File: config.mk
export PLATFORM = sky130hd
export DESIGN_NAME = noc_packetizer
export DESIGN_NICKNAME = d
export VERILOG_FILES = /design/src/rtl/noc_pkg.sv /design/src/rtl/noc_pkt_hdr_build.sv /design/src/rtl/noc_packetizer.sv
export SDC_FILE = /design/constraint.sdc
export NUM_CORES = 1
export LEC_CHECK = 0
export CAP_MARGIN = 20
export CORE_MARGIN = 2
export CORE_UTILIZATION = 41
export CTS_BUF_LIST = sky130_fd_sc_hd__clkbuf_4 sky130_fd_sc_hd__clkbuf_8 sky130_fd_sc_hd__clkbuf_16
export CTS_CLUSTER_SIZE = 14
export DETAILED_ROUTE_END_ITERATION = 7
export PLACE_DENSITY_LB_ADDON = 0.15
export SYNTH_ARGS = -nofsm -noshare
export SYNTH_HDL_FRONTEND = slang
export SYNTH_SLANG_ARGS = --single-unit
File: constraint.sdc
create_clock -name noc_clk -period 5.4 [get_ports noc_clk]
set_clock_uncertainty 0.15 [all_clocks]
set_input_delay 1.08 -clock noc_clk [delete_from_list [all_inputs] [get_ports noc_clk]]
set_output_delay 1.08 -clock noc_clk [all_outputs]
set_load 0.05 [all_outputs]
File: src/rtl/noc_pkg.sv
// Shared definitions for the NoC source-side packetizer:
// header field layout, packetizer FSM states and the header formatter.
// Header layout (MSB first): dst_x | dst_y | src_x | src_y | len | seq | zero fill.
package noc_pkg;

   // Packetizer control states
   typedef enum logic [0:0] {
      IDLE = 1'b0,
      BODY = 1'b1
   } state_t;

   // Sequence field width is fixed regardless of flit geometry
   localparam int SEQ_W = 8;

   // Widest flit the shared formatter supports
   localparam int MAX_FLIT_W = 128;
   typedef logic [MAX_FLIT_W-1:0] hdr_bus_t;

   // Field offsets for the default geometry (32-bit flit, 2-bit coords, 8-bit length)
   localparam int DEF_FLIT_W  = 32;
   localparam int DEF_COORD_W = 2;
   localparam int DEF_LEN_W   = 8;
   localparam int DST_X_LSB   = DEF_FLIT_W - DEF_COORD_W;
   localparam int DST_Y_LSB   = DEF_FLIT_W - 2*DEF_COORD_W;
   localparam int SRC_X_LSB   = DEF_FLIT_W - 3*DEF_COORD_W;
   localparam int SRC_Y_LSB   = DEF_FLIT_W - 4*DEF_COORD_W;
   localparam int LEN_LSB     = SRC_Y_LSB - DEF_LEN_W;
   localparam int SEQ_LSB     = LEN_LSB - SEQ_W;

   // Field offsets for an arbitrary geometry
   function automatic int dst_x_lsb(input int flit_w, input int coord_w);
      return flit_w - coord_w;
   endfunction

   function automatic int dst_y_lsb(input int flit_w, input int coord_w);
      return flit_w - 2*coord_w;
   endfunction

   function automatic int src_x_lsb(input int flit_w, input int coord_w);
      return flit_w - 3*coord_w;
   endfunction

   function automatic int src_y_lsb(input int flit_w, input int coord_w);
      return flit_w - 4*coord_w;
   endfunction

   function automatic int len_lsb(input int flit_w, input int coord_w, input int len_w);
      return flit_w - 4*coord_w - len_w;
   endfunction

   function automatic int seq_lsb(input int flit_w, input int coord_w, input int len_w);
      return flit_w - 4*coord_w - len_w - SEQ_W;
   endfunction

   // Build a header flit right-aligned in a MAX_FLIT_W bus; callers keep the low flit_w bits.
   // Each field is masked to its width so out-of-range values cannot spill into neighbours.
   function automatic hdr_bus_t build_hdr(
      input int              flit_w,
      input int              coord_w,
      input int              len_w,
      input logic [31:0]     dst_x,
      input logic [31:0]     dst_y,
      input logic [31:0]     src_x,
      input logic [31:0]     src_y,
      input logic [31:0]     len,
      input logic [SEQ_W-1:0] seq
   );
      hdr_bus_t h;
      hdr_bus_t cmask;
      hdr_bus_t lmask;
      cmask = (hdr_bus_t'(1) << coord_w) - hdr_bus_t'(1);
      lmask = (hdr_bus_t'(1) << len_w) - hdr_bus_t'(1);
      h = '0;
      h = h | ((hdr_bus_t'(dst_x) & cmask) << dst_x_lsb(flit_w, coord_w));
      h = h | ((hdr_bus_t'(dst_y) & cmask) << dst_y_lsb(flit_w, coord_w));
      h = h | ((hdr_bus_t'(src_x) & cmask) << src_x_lsb(flit_w, coord_w));
      h = h | ((hdr_bus_t'(src_y) & cmask) << src_y_lsb(flit_w, coord_w));
      h = h | ((hdr_bus_t'(len)   & lmask) << len_lsb(flit_w, coord_w, len_w));
      h = h | (hdr_bus_t'(seq) << seq_lsb(flit_w, coord_w, len_w));
      return h;
   endfunction

endpackage

File: src/rtl/noc_pkt_hdr_build.sv
// Combinational header formatter. Shared between the packetizer and the
// depacketizer-side checker so both agree on the header layout.
module noc_pkt_hdr_build
   import noc_pkg::*;
#(
   parameter int FLIT_W  = 32,
   parameter int COORD_W = 2,
   parameter int LEN_W   = 8,
   parameter int SRC_X   = 0,
   parameter int SRC_Y   = 0
) (
   input  logic [COORD_W-1:0] i_dst_x,
   input  logic [COORD_W-1:0] i_dst_y,
   input  logic [LEN_W-1:0]   i_len,
   input  logic [SEQ_W-1:0]   i_seq,
   output logic [FLIT_W-1:0]  o_hdr
);

   // Reject geometries where the header fields cannot fit in one flit
   if ((FLIT_W < 4*COORD_W + LEN_W + SEQ_W) || (FLIT_W > MAX_FLIT_W)) begin : g_bad_geom
      $error("noc_pkt_hdr_build: FLIT_W=%0d cannot hold the header fields", FLIT_W);
   end

   assign o_hdr = FLIT_W'(build_hdr(FLIT_W, COORD_W, LEN_W,
                                    32'(i_dst_x), 32'(i_dst_y),
                                    32'(SRC_X), 32'(SRC_Y),
                                    32'(i_len), i_seq));

endmodule

File: src/rtl/noc_packetizer.sv
// Source-side network interface: turns a descriptor plus payload stream into a
// wormhole packet (header flit, then msg_len body flits) for one router port.
// A single output register drives all sender_* signals; a new flit may load
// whenever that register is empty or being drained this cycle.
// Optional build macro: NOC_PKT_SEQ_EN adds an 8-bit per-source sequence
// number in the header (wraps 255->0); without it the seq field is zero.
module noc_packetizer
   import noc_pkg::*;
#(
   parameter int FLIT_W  = 32,
   parameter int COORD_W = 2,
   parameter int LEN_W   = 8,
   parameter int SRC_X   = 0,
   parameter int SRC_Y   = 0
) (
   input  logic               noc_clk,
   input  logic               noc_rst,
   input  logic               msg_valid,
   output logic               msg_ready,
   input  logic [COORD_W-1:0] msg_dst_x,
   input  logic [COORD_W-1:0] msg_dst_y,
   input  logic [LEN_W-1:0]   msg_len,
   input  logic               payload_valid,
   output logic               payload_ready,
   input  logic [FLIT_W-1:0]  payload_data,
   output logic               sender_valid,
   input  logic               sender_ready,
   output logic [FLIT_W-1:0]  sender_flit,
   input  logic               sender_VCready,
   output logic               sender_is_header,
   output logic               sender_is_tail
);

   state_t              r_state;
   state_t              w_state_nxt;
   logic [LEN_W-1:0]    r_rem;
   logic                r_valid;
   logic [FLIT_W-1:0]   r_flit;
   logic                r_is_hdr;
   logic                r_is_tail;

   logic                w_load_ok;
   logic                w_msg_rdy;
   logic                w_pay_rdy;
   logic                w_ld_hdr;
   logic                w_ld_body;
   logic [FLIT_W-1:0]   w_hdr;
   logic [SEQ_W-1:0]    w_seq;

   // Output register is free when empty or when its flit leaves this cycle
   assign w_load_ok = !r_valid || sender_ready;

`ifdef NOC_PKT_SEQ_EN
   logic [SEQ_W-1:0]    r_seq;

   // Per-source sequence number, advanced on every accepted descriptor
   always_ff @(posedge noc_clk or posedge noc_rst) begin
      if (noc_rst) begin
         r_seq <= '0;
      end else if (w_ld_hdr) begin
         r_seq <= r_seq + SEQ_W'(1);
      end
   end

   assign w_seq = r_seq;
`else
   assign w_seq = '0;
`endif

   noc_pkt_hdr_build #(
      .FLIT_W  (FLIT_W),
      .COORD_W (COORD_W),
      .LEN_W   (LEN_W),
      .SRC_X   (SRC_X),
      .SRC_Y   (SRC_Y)
   ) u_hdr (
      .i_dst_x (msg_dst_x),
      .i_dst_y (msg_dst_y),
      .i_len   (msg_len),
      .i_seq   (w_seq),
      .o_hdr   (w_hdr)
   );

   // Next-state and handshake decode; VC availability only gates packet start
   always_comb begin
      w_state_nxt = r_state;
      w_msg_rdy   = 1'b0;
      w_pay_rdy   = 1'b0;
      w_ld_hdr    = 1'b0;
      w_ld_body   = 1'b0;
      case (r_state)
         IDLE: begin
            w_msg_rdy = sender_VCready && w_load_ok;
            if (msg_valid && w_msg_rdy) begin
               w_ld_hdr = 1'b1;
               if (msg_len != '0) begin
                  w_state_nxt = BODY;
               end
            end
         end
         BODY: begin
            w_pay_rdy = w_load_ok;
            if (payload_valid && w_pay_rdy) begin
               w_ld_body = 1'b1;
               if (r_rem == LEN_W'(1)) begin
                  w_state_nxt = IDLE;
               end
            end
         end
         default: begin
            w_state_nxt = IDLE;
         end
      endcase
   end

   // FSM state register
   always_ff @(posedge noc_clk or posedge noc_rst) begin
      if (noc_rst) begin
         r_state <= IDLE;
      end else begin
         r_state <= w_state_nxt;
      end
   end

   // Remaining body-flit counter; full LEN_W range so the maximum length never wraps
   always_ff @(posedge noc_clk or posedge noc_rst) begin
      if (noc_rst) begin
         r_rem <= '0;
      end else if (w_ld_hdr) begin
         r_rem <= msg_len;
      end else if (w_ld_body) begin
         r_rem <= r_rem - LEN_W'(1);
      end
   end

   // Output flit register: load header or body, drain when accepted, hold under backpressure
   always_ff @(posedge noc_clk or posedge noc_rst) begin
      if (noc_rst) begin
         r_valid   <= 1'b0;
         r_flit    <= '0;
         r_is_hdr  <= 1'b0;
         r_is_tail <= 1'b0;
      end else if (w_ld_hdr) begin
         r_valid   <= 1'b1;
         r_flit    <= w_hdr;
         r_is_hdr  <= 1'b1;
         r_is_tail <= (msg_len == '0);
      end else if (w_ld_body) begin
         r_valid   <= 1'b1;
         r_flit    <= payload_data;
         r_is_hdr  <= 1'b0;
         r_is_tail <= (r_rem == LEN_W'(1));
      end else if (sender_ready) begin
         r_valid   <= 1'b0;
      end
   end

   assign msg_ready        = w_msg_rdy;
   assign payload_ready    = w_pay_rdy;
   assign sender_valid     = r_valid;
   assign sender_flit      = r_flit;
   assign sender_is_header = r_is_hdr;
   assign sender_is_tail   = r_is_tail;

endmodule

# Word-level counts from Yosys, hierarchy flattened
# Index checks and enable logic that the tools add are counted.
# W data, S select, Z words.
# word_totals
input_bits	50
ff_bits	44
word_cells	42
output_inout_bits	37
# classes
n_bitwise	3
eq_ne	1
add_sub_neg	1
n_mux	22
n_reduce_logical	9
# op_table
operator	count
$mux W32	2
$or A32 B24 Y32	1
$or A32 B30 Y32	1
$mux W1	17
$mux W8	2
$eq A8 B1 Y1 const B	1
$logic_not A8 Y1	1
$reduce_bool A8 Y1	1
$sub A8 B1 Y8 const B	1
$logic_and A1 B1 Y1	3
$reduce_bool A3 Y1	1
$pmux W1 S2	1
$reduce_bool A2 Y1	1
$logic_not A1 Y1	1
$logic_or A1 B1 Y1	1
$not A1 Y1	1

# Longest topological paths before layout
# Gate-level depths: netlist of the first run.
# depth
depth_word	7
ltp_mapped	7
mapped_depth_nobuf	6

# Hierarchy
# From an unflattened synthesis of the first run, not the netlist that was laid out.
# hier_totals
cells_unflattened	280
area_unflattened_um2	2362.3
# by_module_without_submodules
mod	seq_area_each_um2	cells_each	instances	area_each_um2
noc_packetizer	1101.1	247	1	2118.3
noc_pkt_hdr_build	0.0	33	1	244.0

# Worst setup path before layout of the first run
# Ideal clock, no wire load.
# synth_path
path_kind	input -> output
start	in sender_ready
end	out msg_ready
n_path_buf	1
slack_ns	2.396
arrival_time_ns	1.774
path_stages	3
required_ns	4.170
path_cell_list	nand2b_4 buf_4 and3b_1
# synth_between
elab_chain_cells	3
# synth_lines
item	line	text
start: declaration	noc_packetizer.sv:27	input logic sender_ready,
$logic_or A1 B1 Y1	noc_packetizer.sv:51	assign w_load_ok = !r_valid || sender_ready;
$logic_and A1 B1 Y1	noc_packetizer.sv:93	w_msg_rdy = sender_VCready && w_load_ok;
$mux W1	noc_packetizer.sv:91	case (r_state)
end: declaration	noc_packetizer.sv:19	output logic msg_ready,
# Every way passes these cells.

# Worst setup path in the final report of the first run
# Ends and elaborated chain as after synthesis.

==> flow_summary.rst, run 1 <==
.. list-table::
   :header-rows: 1

   * - Metric
     - Value
   * - Outcome
     - finished, final reports clean
   * - Chain of cells forming the critical path
     - clkdlybuf4s50_1, nand2b_4, and3b_1, clkdlybuf4s50_1
   * - ANT cells
     - 0
   * - H-tree depth
     - 2
   * - Internal Power
     - a little under 0.0009 W
   * - Leakage power
     - roughly 1.4 nW
   * - Per-instance average area after synthesis
     - 9.34 um^2
   * - Worst Tran Pin Value
     - 958 ps
   * - End point of the critical path
     - msg_ready
   * - DRT Wirelength
     - a little over 5000 um
   * - Time the worst path needs with I/O delays and setup
     - 3870 ps
   * - Largest cells by area after synthesis
     - sky130_fd_sc_hd__dfrtp_1, sky130_fd_sc_hd__nand2_1, sky130_fd_sc_hd__nand3_1, sky130_fd_sc_hd__mux2i_1, sky130_fd_sc_hd__nor3_1
   * - Net switching power figure
     - 0.000773 W
   * - Die X
     - roughly 74 um
   * - Clock sink count
     - between 40 and 50
   * - Power per cell area
     - between 500 and 600 mW/mm^2
   * - Number of nets with antenna violations after routing
     - 0
   * - Clk network pwr share
     - 13.2%
   * - Sum of negative setup slack
     - 0 ps
   * - Clock Latency Late Sink
     - 290 ps
   * - Number of gates given a new drive strength after cts
     - 0
   * - Setup slack of the most critical reg-to-reg path
     - 3320 ps
   * - Proportion of total power due to net switching
     - a little under half
   * - Type of element capturing the critical path
     - output port
   * - Total stage count of the critical path
     - 4
   * - Max VDD drop
     - 0.288 mV
   * - Synth area leader
     - sky130_fd_sc_hd__dfrtp_1
   * - Sequential share of power
     - 33.0%
   * - Synth unique cells
     - 37
   * - Synthesized flop and latch total
     - 44
   * - Post-CTS Hold Fix Bufs
     - 0
   * - Element type at the critical path start
     - input pin
   * - Final RePlAce weighted congestion
     - 0.766
   * - Classification of the worst setup path
     - input pin to output port
   * - Area used by sequential logic in the layout
     - 0.00110 mm^2
   * - Cell type group with the largest total delay on the critical path
     - buffers and inverters
   * - Worst endpoint data arrival time
     - 2640 ps
   * - # port buffers
     - 86
   * - Routed vias/inst
     - 5.15
   * - Buffering stage count on the worst path with inverters included
     - 2
   * - Data required time at the worst endpoint
     - between 4000 and 5000 ps
   * - Remaining DRCs
     - 0
   * - Initial Utilization
     - 42.8%
   * - Startpoint of the most critical setup path
     - sender_ready
   * - Simple-gate share of the synthesized area
     - 28.5%
   * - Antenna violations before repair
     - 0
   * - Combinational family with the most area after synthesis
     - simple AND/OR/NAND/NOR gates
   * - Cell total after placement
     - 358
   * - Post-synthesis xor/xnor area fraction
     - less than 1%
   * - Number of cell instances on the worst register-to-register path
     - 4
   * - Total gr overflow
     - 0
   * - Tcrit/Tclk final
     - 71.7%
   * - Clock root cell
     - sky130_fd_sc_hd__clkbuf_8
   * - IO Count
     - slightly below 90
   * - Area of the core
     - 0.00475 mm^2
   * - Number of enable flip-flop cells after synthesis
     - 0
   * - Average detailed-routed wire length per instance
     - 14.2 um
   * - Deepest clock path buffer count
     - 2
   * - Clock-pin slew of the registers on the worst-case setup and hold paths
     - 70 ps
   * - Most repeated library cell on the critical path
     - sky130_fd_sc_hd__clkdlybuf4s50_1
   * - Startpoint of the worst register-to-register path
     - r_state
   * - Maximum cell stage delay along the critical path
     - 790 ps
   * - Via count of the first global-routing pass
     - 1897
   * - Unrepaired setup endpoints after global routing
     - false
   * - Post-CTS Setup Bufs
     - 0
   * - Combined global-route utilization of all metal layers
     - about 20%
   * - CP max stage cell
     - sky130_fd_sc_hd__clkdlybuf4s50_1
   * - Number of DRC markers in iteration 0
     - 54
   * - Post-layout util
     - 63.2%
   * - Reg-to-reg endpoint
     - r_rem[3]
   * - Pin count of the biggest net entering global routing
     - 45
   * - Maximum fanout encountered on the critical timing path
     - 9
   * - Share of synthesized area occupied by flip-flops and latches
     - 54.1%
   * - Share of synthesized area spent on multiplexers
     - ~2.5%
   * - Share of final-layout standard cells stronger than drive strength 1
     - 4.70%
   * - Die boundary height
     - 74.5 um
   * - Post-synthesis cell area
     - 0.00204 mm^2
   * - Synth Area in Compound Gates
     - ~7.7%
   * - Synth Warn #
     - 0
   * - Post-synth top flop
     - sky130_fd_sc_hd__dfrtp_1
   * - Hold crit path type
     - register to register
   * - Count of max-cap constraint violations
     - 0
   * - Drt first pass iters
     - 4
   * - Global-route wire length before repair
     - 8520 um
   * - Mapped Nets
     - 270
   * - Final Hold Violating Endpoints
     - 0
   * - Max transition margin
     - 36.0%
   * - Final-stage net count
     - 350
   * - Upper clock frequency limit
     - 258 MHz
   * - Post-synthesis share of cell area spent on full adders, half adders and majority gates
     - 1.23%
   * - Number of instances in the synthesized netlist
     - ~220
   * - Area overhead of the layout relative to synthesis
     - 47.7%
   * - Proportion of netlist area held by the largest area contributor
     - 54.1%
   * - Fillers
     - 422
   * - TritonCTS clock tree
     - yes
   * - Share of power burned in combinational logic
     - 53.8%
   * - Setup slack of the critical path after layout
     - 1530 ps
   * - Combined area of the multi-input logic cells
     - slightly above 800 um^2
   * - Share of synthesized registers carrying an async set or reset
     - 100%
   * - Final setup fails
     - 0
   * - Hpwl dp
     - around 3400 um
   * - Post-route total power
     - 0.00166 W
   * - Worst-case setup slack after placement
     - 1530 ps
   * - Num CTS Buffers
     - 5
   * - Via count
     - between 1500 and 2000
   * - Final non-filler cell total
     - approximately 370
   * - Die footprint
     - about 0.0055 mm^2
   * - Number of pins exceeding their max-slew limit in the final report
     - 0
   * - Cell Rows
     - 25
## how the worst min path moves through the flow
stage                            end  cells after the start        startpoint
floorplan                   r_rem[6]                      2          r_rem[6]
global placement    sender_is_header                      2  sender_is_header
detailed placement  sender_is_header                      2  sender_is_header
CTS                 sender_is_header                      2  sender_is_header
global route          sender_flit[3]                      2    sender_flit[3]
finish              sender_is_header                      2  sender_is_header
## routing by layer
metal	wire length (um)	up-vias	track usage (%)	share of wire [%]
met3	485	6	7.99	9.4
li1	-	912	-	-
met2	2370	70	31.9	46
met1	2280	891	25.4	44
met4	50	0	6.15	0.97
met5	0	-	0	0
## sequential cells by signal, summed over array words and instances (netlist names)
register and count:
r_state 1, sender_is_tail 1, sender_valid 1, r_rem 8, sender_is_header 1, sender_flit 32
## power by group through the flow
stage	combinational (W)	clock [W]	sequential, W
2_1_floorplan	0.000250	0	0.000891
3_3_place_gp	0.000890	0	0.000547
3_5_place_dp	0.000896	0	0.000551
4_1_cts	0.000898	0.000225	0.000546
5_1_grt	0.000951	0.000239	0.000566
6_report	0.000891	0.000219	0.000546
## cell usage after synthesis, types with 4 or more instances
master,n
sky130_fd_sc_hd__nor3_1,8
sky130_fd_sc_hd__dfrtp_1,44
sky130_fd_sc_hd__a22oi_1,4
sky130_fd_sc_hd__inv_1,6
sky130_fd_sc_hd__nand2_1,56
sky130_fd_sc_hd__nand3_1,30
sky130_fd_sc_hd__nor2_1,8
sky130_fd_sc_hd__nor4_1,5
sky130_fd_sc_hd__clkbuf_1,4
sky130_fd_sc_hd__buf_2,7
sky130_fd_sc_hd__mux2i_1,5
sky130_fd_sc_hd__a21oi_1,4
## cell families (layout without fill, tap and decap cells)
group                      after synthesis  after routing
AOI/OAI and AO/OA                       23             23
DFF                                     44             44
adders and majority gates                2              2
muxes                                    5              5
xor gates and xnor gates                 1              1
and+or+nand+nor                        122            122
buffers and inverters                   21            101
## through the flow
step / cell area, um^2 / hold WS, ps
floorplan: 2040 / 344
global placement: 2910 / 308
detailed placement: 2910 / 316
CTS: 3010 / 335
global route: 3010 / 382
finish: 3010 / 326
## layout make-up
cell class                      instances  area share, %
Multi-Input combinational cell        153           27.5
Tap cell                               67           2.79
Inverter                                6          0.749
Clock buffer                            7           3.20
Timing Repair Buffer                   88           29.1
Sequential cell                        44           36.6
## worst reg2reg max path: cells and delay by family (launching register included)
| kind | cells | cell delay, ps |
|---|---|---|
| simple gates | 2 | 910 |
| flops | 1 | 440 |
| compound gates | 1 | 310 |
| mux | 1 | 170 |
## cell usage in the layout, fill, tap and decap left out, types with 3 or more instances in the layout
| cell | count |
|---|---|
| sky130_fd_sc_hd__o21ai_1 | 3 |
| sky130_fd_sc_hd__clkdlybuf4s50_1 | 86 |
| sky130_fd_sc_hd__nand2_1 | 56 |
| sky130_fd_sc_hd__nand4_1 | 3 |
| sky130_fd_sc_hd__nor4_1 | 5 |
| sky130_fd_sc_hd__nor2_1 | 8 |
| sky130_fd_sc_hd__nand3_1 | 30 |
| sky130_fd_sc_hd__mux2i_1 | 5 |
| sky130_fd_sc_hd__a31oi_1 | 3 |
| sky130_fd_sc_hd__clkbuf_8 | 7 |
| sky130_fd_sc_hd__inv_1 | 5 |
| sky130_fd_sc_hd__a22oi_1 | 4 |
| sky130_fd_sc_hd__a21oi_1 | 4 |
| sky130_fd_sc_hd__dfrtp_1 | 44 |
| sky130_fd_sc_hd__nor3_1 | 8 |
(Power assumes the default switching activity.)
==> inputs of run 2 (changes only) <==
--- a/config.mk
+++ b/config.mk
@@ -7,7 +7,7 @@
 export LEC_CHECK = 0
 export CAP_MARGIN = 20
 export CORE_MARGIN = 2
-export CORE_UTILIZATION = 41
+export CORE_UTILIZATION = 38
 export CTS_BUF_LIST = sky130_fd_sc_hd__clkbuf_4 sky130_fd_sc_hd__clkbuf_8 sky130_fd_sc_hd__clkbuf_16
 export CTS_CLUSTER_SIZE = 14
 export DETAILED_ROUTE_END_ITERATION = 7
==> constraint.sdc (replaced) <==
create_clock -name noc_clk -period 3.5 [get_ports noc_clk]
set_clock_uncertainty 0.15 [all_clocks]
set_input_delay 0.7 -clock noc_clk [delete_from_list [all_inputs] [get_ports noc_clk]]
set_output_delay 0.7 -clock noc_clk [all_outputs]
set_load 0.05 [all_outputs]
==> flow_summary.rst, run 2 (synthesis gave the netlist of run 1 again) <==
.. list-table::
   :header-rows: 1

   * - Metric
     - Value
   * - CP max stage cell
     - sky130_fd_sc_hd__clkdlybuf4s50_1
   * - Area of the core
     - 0.00514 mm^2 (+8.1%)
   * - DRT Wirelength
     - 5440 um (+5.1%)
   * - Internal Power
     - 0.00135 W (+53%)
   * - Number of pins exceeding their max-slew limit in the final report
     - 0 (unchanged)
   * - H-tree depth
     - 2 (unchanged)
   * - # port buffers
     - 86 (unchanged)
   * - Num CTS Buffers
     - 5 (unchanged)
   * - Final cell area excluding filler cells
     - 0.00304 mm^2 (+1.0%)
   * - Share of final-layout standard cells stronger than drive strength 1
     - 6.27% (+1.6 points)
   * - Remaining DRCs
     - 0 (unchanged)
   * - Total gr overflow
     - 0 (unchanged)
   * - Global-route wire length before repair
     - 9060 um (+6.3%)
   * - Antenna violations before repair
     - 0 (unchanged)
   * - Upper clock frequency limit
     - 321 MHz
   * - Cell total after placement
     - 365 (+2.0%)
   * - Final Hold Violating Endpoints
     - 0 (unchanged)
   * - Die footprint
     - 0.00596 mm^2 (+7.5%)
   * - Top library cells by usage in the layout, fill and taps aside
     - sky130_fd_sc_hd__clkdlybuf4s50_1, sky130_fd_sc_hd__nand2_1, sky130_fd_sc_hd__dfrtp_1
   * - Most common cell after layout, fill and taps aside
     - sky130_fd_sc_hd__clkdlybuf4s50_1
   * - Max transition margin
     - 39.1% (+3.1 points)
   * - Clock Latency Late Sink
     - 290 ps (about the same)
   * - Setup slack of the most critical reg-to-reg path
     - 1560 ps (-1760 ps)
   * - Area overhead of the layout relative to synthesis
     - 49.2%
   * - Share of power burned in combinational logic
     - 54.3% (+0.5 points)
   * - Worst Tran Pin Value
     - 913 ps (-45.4 ps)
   * - Sum of negative setup slack
     - 0 ps (unchanged)
   * - Number of gates given a new drive strength after cts
     - 0 (unchanged)
   * - Routed vias/inst
     - 4.97 (-3.5%)
   * - Hpwl dp
     - 3750 um (+10%)
   * - Type of element capturing the critical path
     - output port
   * - Number of nets with antenna violations after routing
     - 0 (unchanged)
   * - Clk network pwr share
     - 12.7% (-0.5 points)
   * - Worst endpoint data arrival time
     - 2260 ps (-380 ps)
   * - Hold crit path type
     - register to register
   * - Deepest clock path buffer count
     - 2 (unchanged)
   * - Time the worst path needs with I/O delays and setup
     - a little over 3000 ps
   * - Die boundary height
     - 77.2 um (+3.7%)
   * - Drt first pass iters
     - 4 (unchanged)
   * - Number of DRC markers in iteration 0
     - 161 (+200%)
   * - Post-DP Area
     - 0.00294 mm^2 (+1.2%)
   * - Average detailed-routed wire length per instance
     - 14.6 um (+2.8%)
   * - Outcome
     - finished, final reports clean
   * - Proportion of total power due to net switching
     - 47.3% (+0.65 points)
   * - TritonCTS clock tree
     - yes
   * - Element type at the critical path start
     - input pin
   * - Via count
     - 1853 (-1.4%)
   * - Chain of cells forming the critical path
     - clkdlybuf4s50_1, nand2b_4, and3b_1, clkdlybuf4s50_1
   * - Die X
     - 77.2 um (+3.7%)
   * - Final-stage net count
     - 354 (+1.1%)
   * - ANT cells
     - 0 (unchanged)
   * - Capture endpoint of the worst hold path
     - sender_is_header
   * - Tcrit/Tclk final
     - 89.0%
   * - Power per cell area
     - 846 mW/mm^2 (+53%)
   * - Final RePlAce weighted congestion
     - 0.776 (+1.3%)
   * - Flip-flop count of the largest register after layout
     - 32 (unchanged)
   * - Clock-pin slew of the registers on the worst-case setup and hold paths
     - 80 ps (about the same)
   * - Clock root cell
     - sky130_fd_sc_hd__clkbuf_8
   * - Number of cell instances on the worst register-to-register path
     - 6 (+2)
   * - Cell depth of the worst hold path
     - 2 (unchanged)
   * - Combined global-route utilization of all metal layers
     - 19.3% (-0.81 points)
   * - Leakage power
     - 1.38 nW (+1.5%)
   * - Classification of the worst setup path
     - input pin to output port
   * - Post-CTS Setup Bufs
     - 0 (unchanged)
   * - Maximum cell stage delay along the critical path
     - 790 ps (about the same)
   * - Unrepaired setup endpoints after global routing
     - false
   * - Max VDD drop
     - 0.396 mV (+37%)
   * - Post-CTS Hold Fix Bufs
     - 0 (unchanged)
   * - Most repeated library cell on the critical path
     - sky130_fd_sc_hd__clkdlybuf4s50_1
   * - Fillers
     - 505 (+20%)
   * - Startpoint of the worst register-to-register path
     - r_rem[0]
   * - Net switching power figure
     - 0.00121 W (+57%)
   * - Data required time at the worst endpoint
     - 2650 ps (-1520 ps)
   * - Maximum fanout encountered on the critical timing path
     - 9 (unchanged)
   * - IO Count
     - 87 (unchanged)
   * - Initial Utilization
     - 39.6% (-3.2 points)
   * - Cell Rows
     - 26 (+4.0%)
   * - Via count of the first global-routing pass
     - 1823 (-3.9%)
   * - Count of max-cap constraint violations
     - 0 (unchanged)
   * - Reg-to-reg endpoint
     - r_rem[4]
   * - Startpoint of the worst hold path
     - sender_is_header
   * - Final non-filler cell total
     - 373 (+2.2%)
   * - Pin count of the biggest net entering global routing
     - 45 (unchanged)
   * - Sequential share of power
     - 32.9% (about the same)
   * - Final setup fails
     - 0 (unchanged)
   * - Clock sink count
     - 44 (unchanged)
run 2: changes by cell type in the layout (fill, tap and decap cells not counted), sizes merged:
cell    delta
buf        +4
clkinv     +2
clkbuf     -1
run 2: area by class of cell:
cell class / count / area (um^2) / area share [%]
inverters: 6 / 22.5 / 0.742
well taps: 70 / 87.6 / 2.88
multi-input cells: 153 / 827 / 27.2
flip-flops and latches: 44 / 1100 / 36.3
clock buffers: 6 / 82.6 / 2.72
clock inverters: 2 / 10.0 / 0.330
repair buffers: 92 / 906 / 29.8
run 2: per-stage QoR:
step / power [W] / hold slack [ps] / utilization [%] / setup slack [ps]
2_1_floorplan: 0.00176 / 344 / - / 1260
3_3_place_gp: 0.00223 / 314 / 57.3 / 384
3_5_place_dp: 0.00225 / 317 / 57.3 / 382
4_1_cts: 0.00259 / 337 / 59.1 / 380
5_1_grt: 0.00272 / 372 / 59.1 / 330
6_report: 0.00257 / 327 / 59.1 / 385
run 2: metal layers:
| layer | global-route usage (%) | vias up | share of wire (%) |
|---|---|---|---|
| li1 | - | 917 | - |
| met1 | 26.1 | 859 | 45 |
| met2 | 27.4 | 75 | 43 |
| met3 | 9.06 | 2 | 12 |
| met4 | 5.89 | 0 | 0.62 |
| met5 | 0 | - | 0 |
run 2: power groups by stage:
| stage | clock network (W) | registers (W) | logic [W] |
|---|---|---|---|
| floorplan | 0 | 0.00138 | 0.000385 |
| global placement | 0 | 0.000842 | 0.00139 |
| detailed placement | 0 | 0.000850 | 0.00140 |
| CTS | 0.000340 | 0.000845 | 0.00141 |
| global route | 0.000362 | 0.000876 | 0.00149 |
| finish | 0.000327 | 0.000845 | 0.00140 |
run 2: how the worst max path moves through the flow:
stage | from | to | slack [ps] | depth (start not counted)
finish | sender_ready | msg_ready | 390 | 4
global route | sender_ready | msg_ready | 330 | 4
CTS | sender_ready | msg_ready | 380 | 4
detailed placement | sender_ready | msg_ready | 380 | 4
global placement | sender_ready | msg_ready | 380 | 4
floorplan | sender_ready | msg_ready | 1260 | 3
run 2: worst max-delay path, delay by kind of cell:
kind | cells | cell delay (ps)
buffers and inverters | 2 | 1240
AND/OR/NAND/NOR | 2 | 320
